===== src/rtl/sum_result_buffer.sv =====
// ============================================================================
// Module   : sum_result_buffer
// Purpose  : Captures the adder's y/valid result stream into a small FIFO and
//            presents it on a ready/valid interface. Counts dropped results
//            and keeps a sticky overflow flag.
// Options  : SUM_BUF_ACC_EN - implements the running accumulator on acc;
//            when undefined, acc is tied to zero.
// Revision : 1.0 - initial release
// ============================================================================
`default_nettype none

module sum_result_buffer #(
  parameter int W     = 16,
  parameter int DEPTH = 4,
  parameter int CW    = 8
) (
  input  logic                       clk,
  input  logic                       rst,
  input  logic                       in_valid,
  input  logic [W-1:0]               in_data,
  output logic                       out_valid,
  input  logic                       out_ready,
  output logic [W-1:0]               out_data,
  output logic [$clog2(DEPTH):0]     level,
  output logic                       overflow,
  output logic [CW-1:0]              drop_cnt,
  output logic [W+7:0]               acc
);

  localparam int AW = $clog2(DEPTH);
  localparam int LW = AW + 1;
  localparam logic [LW-1:0] C_FULL_LVL = LW'(DEPTH);

  logic [W-1:0]  mem_q [DEPTH];
  logic [AW-1:0] rd_ptr_q, rd_ptr_d;
  logic [AW-1:0] wr_ptr_q, wr_ptr_d;
  logic [LW-1:0] level_q, level_d;
  logic          overflow_q, overflow_d;
  logic [CW-1:0] drop_cnt_q, drop_cnt_d;

  logic w_pop;
  logic w_push;
  logic w_drop;
  logic w_full;

  // A pop on a full FIFO frees the slot the incoming result needs.
  assign w_full = (level_q == C_FULL_LVL);
  assign w_pop  = (level_q != '0) && out_ready;
  assign w_push = in_valid && (!w_full || w_pop);
  assign w_drop = in_valid && w_full && !w_pop;

  always_comb begin
    rd_ptr_d   = rd_ptr_q;
    wr_ptr_d   = wr_ptr_q;
    level_d    = level_q;
    overflow_d = overflow_q;
    drop_cnt_d = drop_cnt_q;

    if (w_pop)  rd_ptr_d = rd_ptr_q + AW'(1);
    if (w_push) wr_ptr_d = wr_ptr_q + AW'(1);

    case ({w_push, w_pop})
      2'b10:   level_d = level_q + LW'(1);
      2'b01:   level_d = level_q - LW'(1);
      default: level_d = level_q;
    endcase

    if (w_drop) begin
      overflow_d = 1'b1;
      if (drop_cnt_q != '1) drop_cnt_d = drop_cnt_q + CW'(1);
    end
  end

  always_ff @(posedge clk) begin
    if (rst) begin
      rd_ptr_q   <= '0;
      wr_ptr_q   <= '0;
      level_q    <= '0;
      overflow_q <= 1'b0;
      drop_cnt_q <= '0;
    end else begin
      rd_ptr_q   <= rd_ptr_d;
      wr_ptr_q   <= wr_ptr_d;
      level_q    <= level_d;
      overflow_q <= overflow_d;
      drop_cnt_q <= drop_cnt_d;
    end
  end

  // Storage needs no reset: entries are only visible through level_q.
  always_ff @(posedge clk) begin
    if (!rst && w_push) mem_q[wr_ptr_q] <= in_data;
  end

`ifdef SUM_BUF_ACC_EN
  logic [W+7:0] acc_q, acc_d;

  always_comb begin
    acc_d = acc_q;
    if (w_push) acc_d = acc_q + {8'd0, in_data};
  end

  always_ff @(posedge clk) begin
    if (rst) acc_q <= '0;
    else     acc_q <= acc_d;
  end

  assign acc = acc_q;
`else
  assign acc = '0;
`endif

  assign out_valid = (level_q != '0);
  assign out_data  = mem_q[rd_ptr_q];
  assign level     = level_q;
  assign overflow  = overflow_q;
  assign drop_cnt  = drop_cnt_q;

endmodule

`default_nettype wire


===== config.mk =====
export PLATFORM = sky130hd
export DESIGN_NAME = sum_result_buffer
export DESIGN_NICKNAME = d
export VERILOG_FILES = /design/src/rtl/sum_result_buffer.sv
export SDC_FILE = /design/constraint.sdc
export NUM_CORES = 1
export LEC_CHECK = 0
export BUFFER_PORTS_ARGS = -buffer_cell sky130_fd_sc_hd__buf_4
export CORE_MARGIN = 3
export CORE_UTILIZATION = 54
export DETAILED_ROUTE_END_ITERATION = 8
export PLACE_DENSITY = 0.9
export REMOVE_ABC_BUFFERS = 1
export SLEW_MARGIN = 20
export SYNTH_ARGS = -nofsm -noshare
export SYNTH_HDL_FRONTEND = slang
export SYNTH_SLANG_ARGS = --single-unit
export TNS_END_PERCENT = 20

===== constraint.sdc =====
create_clock -name clk -period 2.35 [get_ports clk]
set_input_delay 0.705 -clock clk [delete_from_list [all_inputs] [get_ports clk]]
set_output_delay 0.705 -clock clk [all_outputs]
set_load 0.01 [all_outputs]

**After elaboration in Yosys (flattened, before gate mapping)**

Memories as Yosys holds them, arrays and structs flattened. A register that Yosys moved wholly into a read port is not among the register bits.
Index checks and enable logic that the tools add are counted.

- Register bits: 16
- Memory bits (writable): 64
- Input port bits: 20
- Output and inout bits: 53
- Word-level logic and storage cells: 32
- Memories: 1

Memory list:

| name | words | width | rd ports | clocked after Yosys merged registers in | write ports | line | source |
|---|---|---|---|---|---|---|---|
| mem_q | 4 | 16 | 1 | 1 | 1 | 34 | `logic [W-1:0] mem_q [DEPTH];` |

- Add/sub/neg operators: 5
- Equal/unequal tests: 4
- Muxes and demuxes: 5
- Reductions and logical operators: 12

Operator list:

| kind | count |
|---|---|
| adder 8 x 1 -> 8 bit, second input constant | 1 |
| inequality test 8 bit, second input constant | 1 |
| one-hot mux 3 bit (2 select lines) | 1 |
| logical AND 1 bit | 5 |
| adder 2 x 1 -> 2 bit, second input constant | 2 |
| 2-to-1 mux 2 bit | 2 |
| adder 3 x 1 -> 3 bit, second input constant | 1 |
| equality test 3 bit, second input constant | 1 |
| zero test 1 bit | 3 |
| nonzero test 3 bit | 1 |
| subtractor 3 x 1 -> 3 bit, second input constant | 1 |
| equality test 2 x 1 -> 1 bit, second input constant | 1 |
| equality test 2 bit, second input constant | 1 |
| 2-to-1 mux 1 bit | 2 |
| AND reduction 2 bit | 1 |
| nonzero test 2 bit | 1 |
| logical OR 1 bit | 1 |

**Logic depth before layout (Yosys ltp)**

Gate-level depths: netlist (run 1).

- Depth in word-level cells: 7
- Mapped depth: 7
- Gate-level depth less buffers: 6

**Least setup slack after synthesis (run 1)**

OpenSTA, ideal clock, no wires.

- Kind: reg2out
- Start: register (tool-made name)
- End: output out_data[10]
- Data arrival time: 1.377 ns
- Slack: 0.268 ns
- Stages on the path, launching flop included: 4
- Buffers on the path: 2
- Cell sequence: dfxtp_1 buf_2 buf_2 mux4_2

RTL lines:

| what | line | source |
|---|---|---|
| to (decl) | 23 | `output logic [W-1:0] out_data,` |

==> results of run 1 <==
-- final cells by class --
type                       count  share of cell area, %
timing repair buffer          59                   12.4
inverter                       7                  0.625
clock inverter                 7                   1.88
multi-input combinational    126                   25.5
clock buffer                   9                   2.95
tap                           75                   2.23
sequential                    82                   54.3
-- registers in the layout, indices dropped and copies added (netlist names), named ones only --
signal    flops
rd_ptr_q      2
overflow      1
drop_cnt      8
level         3
mem_q        64
wr_ptr_q      2
-- final timing paths --
kind,startpoint,cells after the start,endpoint,slack (ns)
worst max-delay path,register,3,out_data[12],0.07
worst min-delay path,overflow$_SDFFE_PP0P_,2,overflow$_SDFFE_PP0P_,0.49
worst max register to register,level[2]$_SDFFE_PP0P_,4,drop_cnt[6]$_SDFFE_PP0P_,0.41
worst min register to register,overflow$_SDFFE_PP0P_,2,overflow$_SDFFE_PP0P_,0.49
-- cell usage after synthesis, drive strengths merged, types with 5 or more instances --
master	instances	area share, %
a211oi	6	1.4
a21oi	5	0.71
buf	31	6.5
clkbuf	5	0.53
dfxtp	18	10
edfxtp	64	54
ha	5	1.8
inv	7	0.74
mux4	16	10
nand3	5	0.71
nor2	10	1.1
-- logic make-up after synthesis --
kind of cell	Yosys count	share of synthesized area, %
other	1	0.106
XOR/XNOR	4	0.989
AND/OR/NAND/NOR	47	8.12
buffers and inverters	43	7.73
multiplexers	19	11.1
adder cells (fa/ha/maj)	6	2.33
AO/OA/AOI/OAI	26	5.23
flip-flops	82	64.4
-- through the flow --
stage	hold slack, ns	cells	setup slack, ns
after detailed placement	0.465	348	0.124
after global placement	0.455	348	0.136
after global routing	0.516	365	0.00853
after floorplan	0.478	215	0.152
final	0.488	365	0.0656
after CTS	0.494	364	0.0243
-- worst max-delay path, cell delays in order, from the launching register on --
cell,delay (ns)
dfxtp_2,0.39
clkbuf_16,0.19
mux4_2,0.50
buf_4,0.16
-- report_power, final --
part	internal [uW]	switching [uW]
sequential	1610	31.9
clock	497	505
combinational	211	188
-- cell usage in the layout (no fill, tap or decap), types with 2 or more instances in the layout --
cell type	Yosys	layout
edfxtp_1	64	64
buf_4	25	53
conb_1	1	24
dfxtp_1	18	17
mux4_2	16	16
nor2_1	10	10
clkbuf_8	0	9
inv_1	7	7
nand3_1	5	5
a21oi_1	5	5
a211oi_1	5	5
ha_1	5	5
buf_12	0	5
and2_1	4	4
nand2_1	4	4
and4_1	4	4
a31oi_1	4	4
nor3_1	3	3
xor2_1	3	3
nor2b_1	3	3
nand2b_1	3	3
clkinvlp_4	0	3
or3_1	2	2
o2111ai_1	2	2
nand4_1	2	2
o21ai_0	2	2
clkinv_4	0	2
-- metal layers --
layer  vias to the layer above  GRT usage [%]  wire (um)
li1                        939              -          -
met1                       988           19.8       2410
met2                        84           30.0       3130
met3                         4           5.96        474
met4                         0           4.25         23
met5                         -              0          0
==> results.sh, run 1 <==
export IMPL_critPathKind="reg2out"
export IMPL_synth_flop_cell="edfxtp_1"
export IMPL_seqCellArea_sq_um=2280
export IMPL_syn_avg_cell_area_sq_um=15.5
export IMPL_path_clk_slew_ns=0.08
export IMPL_post_route_util_pct=68.6
export IMPL_synth_cell_types=47
export IMPL_num_io_pins=73
export IMPL_clock_path_buffers=2
export IMPL_synth_seq_cells=82
export IMPL_avgViaCountPerCell=5.52
export IMPL_slew_viol_final=0
export IMPL_clkLatencyLatePin_ns=0.34
export IMPL_die_x_um=87.0
export IMPL_required_ns=1.64
export IMPL_timing_fmax_mhz=438
export IMPL_netlist_area_sq_um=3540
export IMPL_drt_iter0_drc=115
export IMPL_p_total_uw=3040
export IMPL_grt_max_degree=22
export IMPL_cts_tree="yes"
export IMPL_fillers=422
export IMPL_syn_to_final_growth_pct=18.6
export IMPL_status="finished clean"
export IMPL_cts_resized=0
export IMPL_worst_setup_path_start_kind="register"
export IMPL_cp_arrival_ns=1.58
export IMPL_clock_skew_ns=0.00873
export IMPL_hp_class="reg2reg"
export IMPL_endpoint_kind="primary output"
export IMPL_synth_cells=228
export IMPL_root_buffer="clkbuf_8"
export IMPL_postCtsHoldBufs=0
export IMPL_rsz0062_at_grt="false"
export IMPL_ir_drop_uv=476
export IMPL_finalHoldViolCount=0
export IMPL_fp_coreArea_sq_um=6130
export IMPL_grt_usage_pct=17.0
export IMPL_start_util_pct=57.8
export IMPL_p_leak_uw=0.00150
export IMPL_setup_violations=0
export IMPL_drtAntennaViolNets=0
export IMPL_synth_edf_count=64
export IMPL_setup_tns_ns=0
export IMPL_fin_nets=311
export IMPL_post_cts_buffers=0
export IMPL_powerDensity_nw_per_um2=723
export IMPL_first_global_vias=2025
export IMPL_cts_buffers=9
export IMPL_final_area_sq_um=4200
export IMPL_first_pass_iters=4
export IMPL_dr_total_vias=2015
export IMPL_async_reset_ff_share_pct=0
export IMPL_htree_num_levels=3
export IMPL_num_rows=28
export IMPL_critPathMaxFanout=8
export IMPL_yosysSeqAreaShare_pct=64.4
export IMPL_wl_per_cell_um=16.5
export IMPL_grt_first_pass_wirelength_um=9720
export IMPL_cts_sinks=82
export IMPL_multi_input_area_sq_um=1070
export IMPL_diodes=0
export IMPL_placed_area_sq_um=3970
export IMPL_antenna_found_initial=0
export IMPL_port_buffers=48
export IMPL_drv_cap=0
export IMPL_drc_errors=0
export IMPL_ys_warn_count=0
export IMPL_min_period_ns=2.28
export IMPL_final_period_utilization_pct=97.2
export IMPL_grt_overflow=0
export IMPL_drt_wl_total_um=6030
export IMPL_dpl_hpwl_um=4030
export IMPL_layout_drive_gt1_share_pct=33.4
export IMPL_die_h_um=87.0
export IMPL_die_area_sq_um=7570
export IMPL_place_congestion=0.843
(Power assumes the default switching activity.)
==> run 2, diff against run 1 <==
Clock period 2.35 ns to 2.4 ns, I/O delays scaled along.
==> run 2 against run 1 <==
Non-clock buffer count fell by 1. Power rose by 1.0%. Largest power group unchanged. Clock power rose by 7%. Global-route usage rose by 0.47 points. Cell count fell by 0.27%. Critical endpoint is now out_data[13]. Clock-buffer cell count did not move.
==> results.sh, run 2 (synthesized netlist as in run 1, its figures left out) <==
export IMPL_status="finished clean"
export IMPL_path_buf_inv=2
export IMPL_grt_first_pass_wirelength_um=9920
export IMPL_final_period_utilization_pct=95.4
export IMPL_worstReg2RegStart="level[2]$_SDFFE_PP0P_"
export IMPL_post_route_util_pct=68.7
export IMPL_grt_overflow=0
export IMPL_min_period_ns=2.29
export IMPL_place_congestion=0.855
export IMPL_final_cell_mix="edfxtp_1 (64), buf_4 (52), conb_1 (24)"
export IMPL_drv_cap=0
export IMPL_drt_iter0_drc=105
export IMPL_cts_tree="yes"
export IMPL_dpl_hpwl_um=4080
export IMPL_r2r_cells=4
export IMPL_syn_to_final_growth_pct=18.8
export IMPL_htree_num_levels=3
export IMPL_crit_chain="buf_12, mux4_2, buf_4"
export IMPL_post_cts_buffers=0
export IMPL_first_global_vias=2026
export IMPL_grt_max_degree=22
export IMPL_rsz0062_at_grt="false"
export IMPL_hp_class="reg2reg"
export IMPL_final_common_cell="edfxtp_1"
export IMPL_required_ns=1.68
export IMPL_cts_buffers=9
export IMPL_fp_coreArea_sq_um=6130
export IMPL_regMostFlops="mem_q"
export IMPL_p_leak_uw=0.00151
export IMPL_slowest_stage="mux4_2"
export IMPL_largest_reg_flops=64
export IMPL_timing_fmax_mhz=437
export IMPL_cp_arrival_ns=1.57
export IMPL_diodes=0
export IMPL_powerDensity_nw_per_um2=729
export IMPL_grt_usage_pct=17.5
export IMPL_worst_pin_slew_ns=0.477
export IMPL_max_stage_delay_ns=0.52
export IMPL_max_slew_margin_pct=67.4
export IMPL_finalHoldViolCount=0
export IMPL_num_rows=28
export IMPL_hold_depth=2
export IMPL_min_to="overflow$_SDFFE_PP0P_"
export IMPL_port_buffers=48
export IMPL_clock_skew_ns=0.00734
export IMPL_critPathMaxFanout=8
export IMPL_drtAntennaViolNets=0
export IMPL_dr_total_vias=2022
export IMPL_rr_endpoint="drop_cnt[2]$_SDFFE_PP0P_"
export IMPL_hp_start="overflow$_SDFFE_PP0P_"
export IMPL_critPathKind="reg2out"
export IMPL_ir_drop_uv=432
export IMPL_setup_tns_ns=0
export IMPL_slew_viol_final=0
export IMPL_avgViaCountPerCell=5.55
export IMPL_first_pass_iters=4
export IMPL_endpoint_kind="primary output"
export IMPL_antenna_found_initial=0
export IMPL_num_io_pins=73
export IMPL_whs_ns=0.481
export IMPL_ff2ff_setup_slack_ns=0.43
export IMPL_start_util_pct=57.8
export IMPL_layout_drive_gt1_share_pct=32.9
export IMPL_worst_setup_path_start_kind="register"
export IMPL_root_buffer="clkbuf_8"
export IMPL_cts_sinks=82
export IMPL_drt_wl_total_um=6300
export IMPL_die_x_um=87.0
export IMPL_setup_violations=0
export IMPL_crit_family="multiplexers"
export IMPL_drc_errors=0
export IMPL_die_h_um=87.0
export IMPL_wl_per_cell_um=17.3
export IMPL_die_area_sq_um=7570
export IMPL_fin_nets=310
export IMPL_clock_path_buffers=2
export IMPL_clkLatencyLatePin_ns=0.34
export IMPL_path_clk_slew_ns=0.08
-- run 2: power breakdown --
group	internal, uW	total, uW	switching (uW)
logic	207	392	185
clock network	584	1070	490
registers	1570	1600	30.8
total	2360	3070	707
-- run 2: per-layer routing --
metal	part of all wire [%]	GRT usage, %	vias up
met5	0	0	-
met4	1.4	6.23	0
met3	6.1	4.92	13
met2	51	30.2	68
met1	41	20.8	1000
li1	-	-	941
-- run 2: cell type report --
cell class                 count  area (sq um)
clock inverter                 7          93.8
tap                           75          93.8
inverter                       7          26.3
multi-input combinational    126          1070
sequential                    82          2280
timing repair buffer          58           515
fill                         414          1920
clock buffer                   9           124
-- run 2: worst max path at each step --
stage,startpoint,cells after the start,slack [ns],endpoint
6_report,register,3,0.11,out_data[13]
5_1_grt,register,3,0.05,out_data[13]
4_1_cts,register,3,0.06,out_data[13]
3_5_place_dp,out_ready,5,0.16,drop_cnt[2]$_SDFFE_PP0P_
3_3_place_gp,out_ready,5,0.18,drop_cnt[6]$_SDFFE_PP0P_
2_1_floorplan,register,1,0.19,out_data[0]
-- run 2: what timing repair did --
action                     in CTS  in global routing
setup endpoints to repair       0                  1
hold buffers                    0                  0
gates resized for setup         0                  1
-- run 2: worst register-to-register path, delay by kind of cell, from the launching register on --
kind | cells | cell delay, ns
buffers and inverters | 1 | 0.22
flip-flops | 1 | 0.50
AND/OR/NAND/NOR | 2 | 0.73
AO/OA/AOI/OAI | 1 | 0.39
-- run 2: per-stage QoR --
stage | setup WS, ns | power (uW) | instance area, sq um | instances
after CTS | 0.0569 | 3080 | 4180 | 363
after floorplan | 0.187 | 1830 | 3380 | 215
after global placement | 0.177 | 2000 | 3970 | 347
after detailed placement | 0.161 | 2020 | 3970 | 347
after global routing | 0.0453 | 3210 | 4210 | 364
final | 0.111 | 3070 | 4210 | 364
